**src/rtl/vga_pkg.sv**
```systemverilog
// Shared definitions for the VRAM arbiter slice.
// Holds framebuffer geometry, bus widths, the arbiter state encoding and
// the scan-out address increment helper.
package vga_pkg;

  localparam int FB_WORDS = 480000;
  localparam int ADDR_W   = 19;
  localparam int PIX_W    = 12;
  localparam int H_ACTIVE = 800;
  localparam int V_ACTIVE = 600;

  typedef enum logic {
    ST_RUN   = 1'b0,
    ST_FLUSH = 1'b1
  } arb_state_t;

  // Next scan-out address; the last framebuffer word wraps back to 0.
  function automatic logic [ADDR_W-1:0] next_fb_addr(input logic [ADDR_W-1:0] a,
                                                     input int fb_words);
    if (a == ADDR_W'(fb_words - 1)) return '0;
    return a + ADDR_W'(1);
  endfunction

endpackage

```
**src/rtl/vram_arbiter_if.sv**
```systemverilog
// Bus bundle for the VRAM arbiter.
// Groups the display pixel port, the draw-client write port and the SRAM
// port. The slave modport is the arbiter's view, master is the environment.
//   frame_sync, pix_pop            : display control into the arbiter
//   pix_data, pix_valid, underrun  : display pixel stream out of the arbiter
//   wr_req, wr_addr, wr_data       : draw client write request
//   wr_gnt                         : combinational write acceptance
//   mem_addr/re/we/wdata           : registered SRAM command
//   mem_rdata                      : SRAM read data, RD_LAT after mem_re
interface vram_arbiter_if;
  import vga_pkg::*;

  logic              frame_sync;
  logic              pix_pop;
  logic [PIX_W-1:0]  pix_data;
  logic              pix_valid;
  logic              underrun;
  logic              wr_req;
  logic [ADDR_W-1:0] wr_addr;
  logic [PIX_W-1:0]  wr_data;
  logic              wr_gnt;
  logic [ADDR_W-1:0] mem_addr;
  logic              mem_re;
  logic              mem_we;
  logic [PIX_W-1:0]  mem_wdata;
  logic [PIX_W-1:0]  mem_rdata;

  modport slave (
    input  frame_sync, pix_pop, wr_req, wr_addr, wr_data, mem_rdata,
    output pix_data, pix_valid, underrun, wr_gnt,
           mem_addr, mem_re, mem_we, mem_wdata
  );

  modport master (
    output frame_sync, pix_pop, wr_req, wr_addr, wr_data, mem_rdata,
    input  pix_data, pix_valid, underrun, wr_gnt,
           mem_addr, mem_re, mem_we, mem_wdata
  );

endinterface

```
**src/rtl/pix_fifo.sv**
```systemverilog
// Pixel prefetch FIFO: synchronous, first-word fall-through, with count.
// Ports:
//   i_clk, i_rst_n : clock, asynchronous active-low reset
//   i_clr          : synchronous empty (frame restart), wins over push/pop
//   i_push, i_data : write an entry (dropped when full and not popping)
//   i_pop          : consume the head (ignored when empty)
//   o_head         : head entry, 0 while empty
//   o_valid        : FIFO non-empty
//   o_count        : number of stored entries
module pix_fifo #(
  parameter int DEPTH = 16,
  parameter int W     = 12,
  parameter int CNT_W = $clog2(DEPTH + 1)
) (
  input  logic             i_clk,
  input  logic             i_rst_n,
  input  logic             i_clr,
  input  logic             i_push,
  input  logic [W-1:0]     i_data,
  input  logic             i_pop,
  output logic [W-1:0]     o_head,
  output logic             o_valid,
  output logic [CNT_W-1:0] o_count
);

  // Pointers rely on natural wrap, so DEPTH is expected to be a power of two.
  localparam int AW = $clog2(DEPTH);

  logic [W-1:0]     r_mem [DEPTH];
  logic [AW-1:0]    r_wr_ptr;
  logic [AW-1:0]    r_rd_ptr;
  logic [CNT_W-1:0] r_count;

  logic w_empty;
  logic w_full;
  logic w_pop;
  logic w_push;

  assign w_empty = (r_count == '0);
  assign w_full  = (r_count == CNT_W'(DEPTH));
  assign w_pop   = i_pop && !w_empty;
  assign w_push  = i_push && (!w_full || w_pop);

  always_ff @(posedge i_clk or negedge i_rst_n) begin
    if (!i_rst_n) begin
      r_wr_ptr <= '0;
      r_rd_ptr <= '0;
      r_count  <= '0;
    end else if (i_clr) begin
      r_wr_ptr <= '0;
      r_rd_ptr <= '0;
      r_count  <= '0;
    end else begin
      if (w_push) r_wr_ptr <= r_wr_ptr + AW'(1);
      if (w_pop)  r_rd_ptr <= r_rd_ptr + AW'(1);
      case ({w_push, w_pop})
        2'b10:   r_count <= r_count + CNT_W'(1);
        2'b01:   r_count <= r_count - CNT_W'(1);
        default: r_count <= r_count;
      endcase
    end
  end

  // Storage carries no reset; the head is masked to 0 while empty instead.
  always_ff @(posedge i_clk) begin
    if (w_push && !i_clr) r_mem[r_wr_ptr] <= i_data;
  end

  assign o_head  = w_empty ? '0 : r_mem[r_rd_ptr];
  assign o_valid = !w_empty;
  assign o_count = r_count;

endmodule

```
**src/rtl/vram_arbiter.sv**
```systemverilog
// VRAM arbiter: shares one SRAM port between display scan-out prefetch and
// a draw client. One access is decided per cycle and registered onto the
// SRAM command the next cycle. Display reads are tracked as credit (FIFO
// count + reads in flight) so the prefetch FIFO can never overflow.
// Ports:
//   MAX10_CLK1_50 : sole clock
//   rst_n         : asynchronous active-low reset (removal synchronised)
//   bus           : vram_arbiter_if.slave (display, write client, SRAM)
module vram_arbiter
  import vga_pkg::*;
#(
  parameter int FIFO_DEPTH = 16,
  parameter int LOW_WM     = 8,
  parameter int RD_LAT     = 2,
  parameter int FB_WORDS   = vga_pkg::FB_WORDS
) (
  input  logic           MAX10_CLK1_50,
  input  logic           rst_n,
  vram_arbiter_if.slave  bus
);

  localparam int CNT_W = $clog2(FIFO_DEPTH + 1);
  localparam int CR_W  = CNT_W + 1;

  logic [1:0]        r_rst_sync;
  arb_state_t        r_state;
  arb_state_t        w_state_nxt;
  logic [ADDR_W-1:0] r_rd_addr;
  logic [CR_W-1:0]   r_inflight;
  logic [RD_LAT-1:0] r_ret_sh;
  logic              r_underrun;
  logic [ADDR_W-1:0] r_mem_addr;
  logic              r_mem_re;
  logic              r_mem_we;
  logic [PIX_W-1:0]  r_mem_wdata;

  logic              w_en;
  logic              w_sync;
  logic              w_ret;
  logic              w_rd_issue;
  logic              w_wr_gnt;
  logic [CR_W-1:0]   w_credit;
  logic [CR_W-1:0]   w_inflight_dec;
  logic [CNT_W-1:0]  w_fifo_cnt;
  logic              w_fifo_valid;
  logic [PIX_W-1:0]  w_fifo_head;
  logic              w_fifo_push;
  logic              w_fifo_pop;

  // Two-flop release of reset: the arbiter starts deciding once the
  // second stage has seen rst_n high.
  always_ff @(posedge MAX10_CLK1_50 or negedge rst_n) begin
    if (!rst_n) r_rst_sync <= '0;
    else        r_rst_sync <= {r_rst_sync[0], 1'b1};
  end

  assign w_en           = r_rst_sync[1];
  assign w_sync         = w_en && bus.frame_sync;
  assign w_ret          = r_ret_sh[RD_LAT-1];
  assign w_credit       = CR_W'(w_fifo_cnt) + r_inflight;
  assign w_inflight_dec = r_inflight - CR_W'(w_ret);

  // Decision logic. Reads are suppressed in the frame_sync cycle so the
  // restarted scan begins cleanly at address 0; writes may still proceed.
  always_comb begin
    w_state_nxt = r_state;
    w_rd_issue  = 1'b0;
    w_wr_gnt    = 1'b0;
    if (w_en) begin
      if (bus.frame_sync) begin
        w_state_nxt = ST_FLUSH;
        w_wr_gnt    = bus.wr_req;
      end else if (r_state == ST_FLUSH) begin
        w_wr_gnt = bus.wr_req;
        // Leave once the last stale read has drained this cycle.
        if (w_inflight_dec == '0) w_state_nxt = ST_RUN;
      end else begin
        if (w_credit < CR_W'(LOW_WM))          w_rd_issue = 1'b1;
        else if (bus.wr_req)                   w_wr_gnt   = 1'b1;
        else if (w_credit < CR_W'(FIFO_DEPTH)) w_rd_issue = 1'b1;
      end
    end
  end

  always_ff @(posedge MAX10_CLK1_50 or negedge rst_n) begin
    if (!rst_n) begin
      r_state     <= ST_RUN;
      r_rd_addr   <= '0;
      r_inflight  <= '0;
      r_ret_sh    <= '0;
      r_underrun  <= 1'b0;
      r_mem_addr  <= '0;
      r_mem_re    <= 1'b0;
      r_mem_we    <= 1'b0;
      r_mem_wdata <= '0;
    end else begin
      r_state    <= w_state_nxt;
      r_inflight <= w_inflight_dec + CR_W'(w_rd_issue);
      r_mem_re   <= w_rd_issue;
      r_mem_we   <= w_wr_gnt;

      // Return tracker: bit RD_LAT-1 marks the cycle mem_rdata is valid.
      r_ret_sh[0] <= r_mem_re;
      for (int k = 1; k < RD_LAT; k++) r_ret_sh[k] <= r_ret_sh[k-1];

      if (w_rd_issue) begin
        r_mem_addr <= r_rd_addr;
      end else if (w_wr_gnt) begin
        r_mem_addr  <= bus.wr_addr;
        r_mem_wdata <= bus.wr_data;
      end

      if (w_sync)          r_rd_addr <= '0;
      else if (w_rd_issue) r_rd_addr <= next_fb_addr(r_rd_addr, FB_WORDS);

      if (w_sync)                                        r_underrun <= 1'b0;
      else if (w_en && bus.pix_pop && !w_fifo_valid)     r_underrun <= 1'b1;
    end
  end

  // Returning data is kept only in RUN; anything landing during a flush
  // (or in the frame_sync cycle itself) belongs to the previous frame.
  assign w_fifo_push = w_ret && (r_state == ST_RUN) && !w_sync;
  assign w_fifo_pop  = w_en && bus.pix_pop && !bus.frame_sync;

  pix_fifo #(
    .DEPTH (FIFO_DEPTH),
    .W     (PIX_W),
    .CNT_W (CNT_W)
  ) u_pix_fifo (
    .i_clk   (MAX10_CLK1_50),
    .i_rst_n (rst_n),
    .i_clr   (w_sync),
    .i_push  (w_fifo_push),
    .i_data  (bus.mem_rdata),
    .i_pop   (w_fifo_pop),
    .o_head  (w_fifo_head),
    .o_valid (w_fifo_valid),
    .o_count (w_fifo_cnt)
  );

  assign bus.pix_data  = w_fifo_head;
  assign bus.pix_valid = w_fifo_valid;
  assign bus.underrun  = r_underrun;
  assign bus.wr_gnt    = w_wr_gnt;
  assign bus.mem_addr  = r_mem_addr;
  assign bus.mem_re    = r_mem_re;
  assign bus.mem_we    = r_mem_we;
  assign bus.mem_wdata = r_mem_wdata;

endmodule

```
**src/flat_wrapper.sv**
```systemverilog
// flat-port wrapper written by rule: the top's interface ports become plain ports
module vram_arbiter_flat import vga_pkg::*;
#(
  parameter int FIFO_DEPTH = 16,
  parameter int LOW_WM     = 8,
  parameter int RD_LAT     = 2,
  parameter int FB_WORDS   = vga_pkg::FB_WORDS
)
  (MAX10_CLK1_50, rst_n, bus_frame_sync, bus_pix_pop, bus_wr_req, bus_wr_addr, bus_wr_data, bus_mem_rdata, bus_pix_data, bus_pix_valid, bus_underrun, bus_wr_gnt, bus_mem_addr, bus_mem_re, bus_mem_we, bus_mem_wdata);
  vram_arbiter_if bus_i ();
  input  logic MAX10_CLK1_50;
  input  logic rst_n;
  input wire logic [$bits(bus_i.frame_sync)-1:0] bus_frame_sync;
  input wire logic [$bits(bus_i.pix_pop)-1:0] bus_pix_pop;
  input wire logic [$bits(bus_i.wr_req)-1:0] bus_wr_req;
  input wire logic [$bits(bus_i.wr_addr)-1:0] bus_wr_addr;
  input wire logic [$bits(bus_i.wr_data)-1:0] bus_wr_data;
  input wire logic [$bits(bus_i.mem_rdata)-1:0] bus_mem_rdata;
  output wire logic [$bits(bus_i.pix_data)-1:0] bus_pix_data;
  output wire logic [$bits(bus_i.pix_valid)-1:0] bus_pix_valid;
  output wire logic [$bits(bus_i.underrun)-1:0] bus_underrun;
  output wire logic [$bits(bus_i.wr_gnt)-1:0] bus_wr_gnt;
  output wire logic [$bits(bus_i.mem_addr)-1:0] bus_mem_addr;
  output wire logic [$bits(bus_i.mem_re)-1:0] bus_mem_re;
  output wire logic [$bits(bus_i.mem_we)-1:0] bus_mem_we;
  output wire logic [$bits(bus_i.mem_wdata)-1:0] bus_mem_wdata;
  assign bus_i.frame_sync = bus_frame_sync;
  assign bus_i.pix_pop = bus_pix_pop;
  assign bus_i.wr_req = bus_wr_req;
  assign bus_i.wr_addr = bus_wr_addr;
  assign bus_i.wr_data = bus_wr_data;
  assign bus_i.mem_rdata = bus_mem_rdata;
  assign bus_pix_data = bus_i.pix_data;
  assign bus_pix_valid = bus_i.pix_valid;
  assign bus_underrun = bus_i.underrun;
  assign bus_wr_gnt = bus_i.wr_gnt;
  assign bus_mem_addr = bus_i.mem_addr;
  assign bus_mem_re = bus_i.mem_re;
  assign bus_mem_we = bus_i.mem_we;
  assign bus_mem_wdata = bus_i.mem_wdata;
  vram_arbiter #(.FIFO_DEPTH(FIFO_DEPTH), .LOW_WM(LOW_WM), .RD_LAT(RD_LAT), .FB_WORDS(FB_WORDS)) u_core (.MAX10_CLK1_50(MAX10_CLK1_50), .rst_n(rst_n), .bus(bus_i));
endmodule
```
**config.mk**
```make
export PLATFORM = sky130hd
export DESIGN_NAME = vram_arbiter_flat
export DESIGN_NICKNAME = d
export VERILOG_FILES = /design/src/rtl/vga_pkg.sv /design/src/rtl/vram_arbiter_if.sv /design/src/rtl/pix_fifo.sv /design/src/rtl/vram_arbiter.sv /design/src/flat_wrapper.sv
export SDC_FILE = /design/constraint.sdc
export NUM_CORES = 1
export LEC_CHECK = 0
export ABC_AREA = 1
export CAP_MARGIN = 20
export CELL_PAD_IN_SITES_DETAIL_PLACEMENT = 0
export CELL_PAD_IN_SITES_GLOBAL_PLACEMENT = 2
export CORE_MARGIN = 1
export CORE_UTILIZATION = 39
export DETAILED_ROUTE_END_ITERATION = 10
export PLACE_DENSITY = 0.83
export SETUP_SLACK_MARGIN = 0.05
export SYNTH_ARGS = -nofsm -noshare
export SYNTH_HDL_FRONTEND = slang
export SYNTH_SLANG_ARGS = --single-unit
```
**constraint.sdc**
```tcl
create_clock -name MAX10_CLK1_50 -period 2.8 [get_ports MAX10_CLK1_50]
set_clock_uncertainty 0.1 [all_clocks]
set_input_delay 0.42 -clock MAX10_CLK1_50 [delete_from_list [all_inputs] [get_ports MAX10_CLK1_50]]
set_output_delay 0.42 -clock MAX10_CLK1_50 [all_outputs]
set_load 0.1 [all_outputs]
```
==> metrics.txt <==
outcome=finished with violations; failing checks=negative setup slack; class of the worst hold path=flop to flop; Worst slew margin=52.1%; vias in the first global route=8,540; wire per inst=19.6 um; DP Cell Count=1,572; total CTS buffers=30; post-synth top area cell=edfxtp_1; pin count of the biggest net entering global routing=45; Comb power frac=8.9%; pwr dens=604 mW/mm^2; Iter 0 DRT Violations=584; Least-Margin Pin Slew=0.717 ns; Max stage delay cell, worst path=dfrtp_4; vias per cell=5.13; Crit path required time=2.28 ns; diode count=0; Cells after Synth=1,079; remaining antenna violation count=0; worst skew pair latency=0.55 ns; Clk network pwr share=44.8%; gr usage total=20.7%; share of power burned in registers=46.3%; RSZ-0062 raised after global routing=true; top cells by area, synth=edfxtp_1, dfrtp_1, nand2_1; total number of vias=8,513; peak supply drop=0.000513 V; top achievable clock speed=355 MHz; Crit path max-delay family=flip-flops; die width=178 um; Int Pwr=7.12 mW; slowest cell delay on critical path=0.50 ns; DRC violations left=0; Clk Tree Root Cell=clkbuf_16; DP HPWL=19,800 um; CTS tree=done; total grt overflow=0; Die Footprint=0.0317 sq mm; share of cells above drive strength 1=24.4%; Mapped Area=0.0121 sq mm; Setup TNS=-0.0303 ns; CP arrival=2.30 ns; crit path cell chain=buf_12 > buf_16 > o21ai_1 > o22ai_1 > nand2_1 > o211ai_1 > nand2_1 > nor2_4 > buf_12; Net Count, Synth=1,145; P_sw=2.37 mW; Final setup viols=3; initial antenna violation count=0; Post-synth top cells=nand2_1, edfxtp_1, nor2_1; Yosys cell types=43; Synth Register Bits=269; ys async rst share=28.6%; DRT Pass-1 Iters=5; sequential-to-total area share from yosys stat=63.7%; critical path type=flop to output port; top-count cell post-synth=nand2_1; # rows=64; Post-Route WL=32,600 um; most used flip-flop cell after synthesis=edfxtp_1; Final period util=101%; top layer in use=met4; core region area=0.0305 sq mm; Initial Utilization=39.6%; Placer Congestion=0.806; CP bufs+invs=3; Nets=1,306; Lkg Pwr=6.19 nW; final hold violations=0; endpoint type of the worst setup path=output port; Ys Warns=0; non-filler cells, final=1,660; Area Overhead vs Synth=30.1%; crit path launch type=flop; Die Y-Extent=178 um; wl on met1=13,800 um; Yosys top cell area share=47.7%; Slew Viols, Final=0; Reg clk slew, reported paths=0.06 ns; IO Port Bufs=95; Sw Ratio=25.0%; Final min period=2.82 ns; Max H-tree Level=1; CTS Buffer Depth=3; wire length of the first global-routing pass=49,400 um; Fin Hold WS=0.251 ns; met2 wire len=16,500 um; Max-Cap Viols=0; Top Ports=96; CP max FO=6; Mean Syn Cell Area=11.2 sq um; met3 wire len=1550 um; final setup margin=-0.0154 ns; Post-synth EDFFs=192; Clock Sinks=269
per-stage QoR:
stage	power [mW]	instance area (sq um)	setup WS, ns	utilization (%)
final	9.49	15700	-0.0154	51.5
after global routing	9.76	15700	-0.104	51.5
after CTS	9.56	15500	-0.0294	50.7
after detailed placement	5.32	13800	0.108	45.3
after global placement	5.31	13800	0.104	45.2
after floorplan	5.02	12100	0.122	-
worst paths after layout:
path,startpoint,end,slack [ns],depth (start not counted)
worst max-delay path,u_core.u_pix_fifo.r_rd_ptr[0],bus_pix_data[2],-0.02,9
worst min-delay path,u_core.r_ret_sh[0],u_core.r_ret_sh[1],0.25,0
worst max register to register,u_core.u_pix_fifo.o_count[4],u_core.u_pix_fifo.o_count[4],0.36,16
worst min register to register,u_core.r_ret_sh[0],u_core.r_ret_sh[1],0.25,0
max in group asynchronous,rst_n,u_core.r_inflight[1],1.67,3
min in group asynchronous,rst_n,u_core.bus.mem_we,0.28,2
cell families after synthesis:
group                    synth area share (%)
buffers and inverters                    4.61
AND/OR/NAND/NOR                          17.8
other                                  0.0311
multiplexers                             2.98
adder cells (fa/ha/maj)                  1.93
XOR/XNOR                                 1.67
AO/OA/AOI/OAI                            7.25
flip-flops                               63.7
placed cells by master, fill, tap and decap left out, drive strengths merged:
master	n
nand3	99
xnor2	3
ha	17
o211ai	12
o21ai	48
o22ai	12
edfxtp	192
clkdlybuf4s50	46
conb	1
buf	129
mux2i	36
xor2	20
clkbuf	34
clkinvlp	8
fa	1
nand4	6
nor3	8
dfrtp	77
bufinv	6
o221ai	12
a211oi	1
o31ai	1
nand3b	6
inv	71
dlygate4sd3	1
or2	1
nor2	100
a221oi	12
a21oi	46
nand2	247
clkinv	11
area by class of cell:
type / count / area [sq um]
Fill cell: 2672 / 14800
Sequential cell: 269 / 7700
Multi-Input combinational cell: 689 / 4150
Timing Repair Buffer: 179 / 1990
Clock buffer: 31 / 776
Tap cell: 396 / 495
Clock inverter: 25 / 304
Inverter: 71 / 290
power by group through the flow:
stage | combinational [mW] | sequential, mW | clock [mW]
floorplan | 0.125 | 4.89 | 0
global placement | 0.842 | 4.47 | 0
detailed placement | 0.847 | 4.47 | 0
CTS | 0.854 | 4.39 | 4.32
global route | 0.889 | 4.40 | 4.47
finish | 0.846 | 4.39 | 4.25
repair_timing:
item / CTS / global route
endpoints found under the setup margin: 13 / 13
resized for setup: 58 / 45
hold buffers: 1 / 0
endpoints found under the hold margin: 33 / 0
setup buffers: 14 / 8
pin swaps: 29 / 39
cloned: 7 / 3
registers in the layout (all words and copies together), names as in the netlist:
register,flops
u_core.bus.mem_we,1
u_core.u_pix_fifo.r_rd_ptr,4
u_core.r_inflight,6
u_core.r_rd_addr,19
u_core.r_state,1
u_core.u_pix_fifo.r_wr_ptr,4
u_core.bus.underrun,1
u_core.bus.mem_wdata,12
u_core.bus.mem_re,1
u_core.u_pix_fifo.r_mem,192
u_core.r_ret_sh,2
u_core.r_rst_sync,2
u_core.bus.mem_addr,19
u_core.u_pix_fifo.o_count,5
metal layers:
metal,track usage (%),up-vias
met2,35.8,207
met1,27.0,4171
met4,5.20,0
li1,-,4093
met3,3.15,42
met5,0,-
Power figures use the tool's default switching activity.
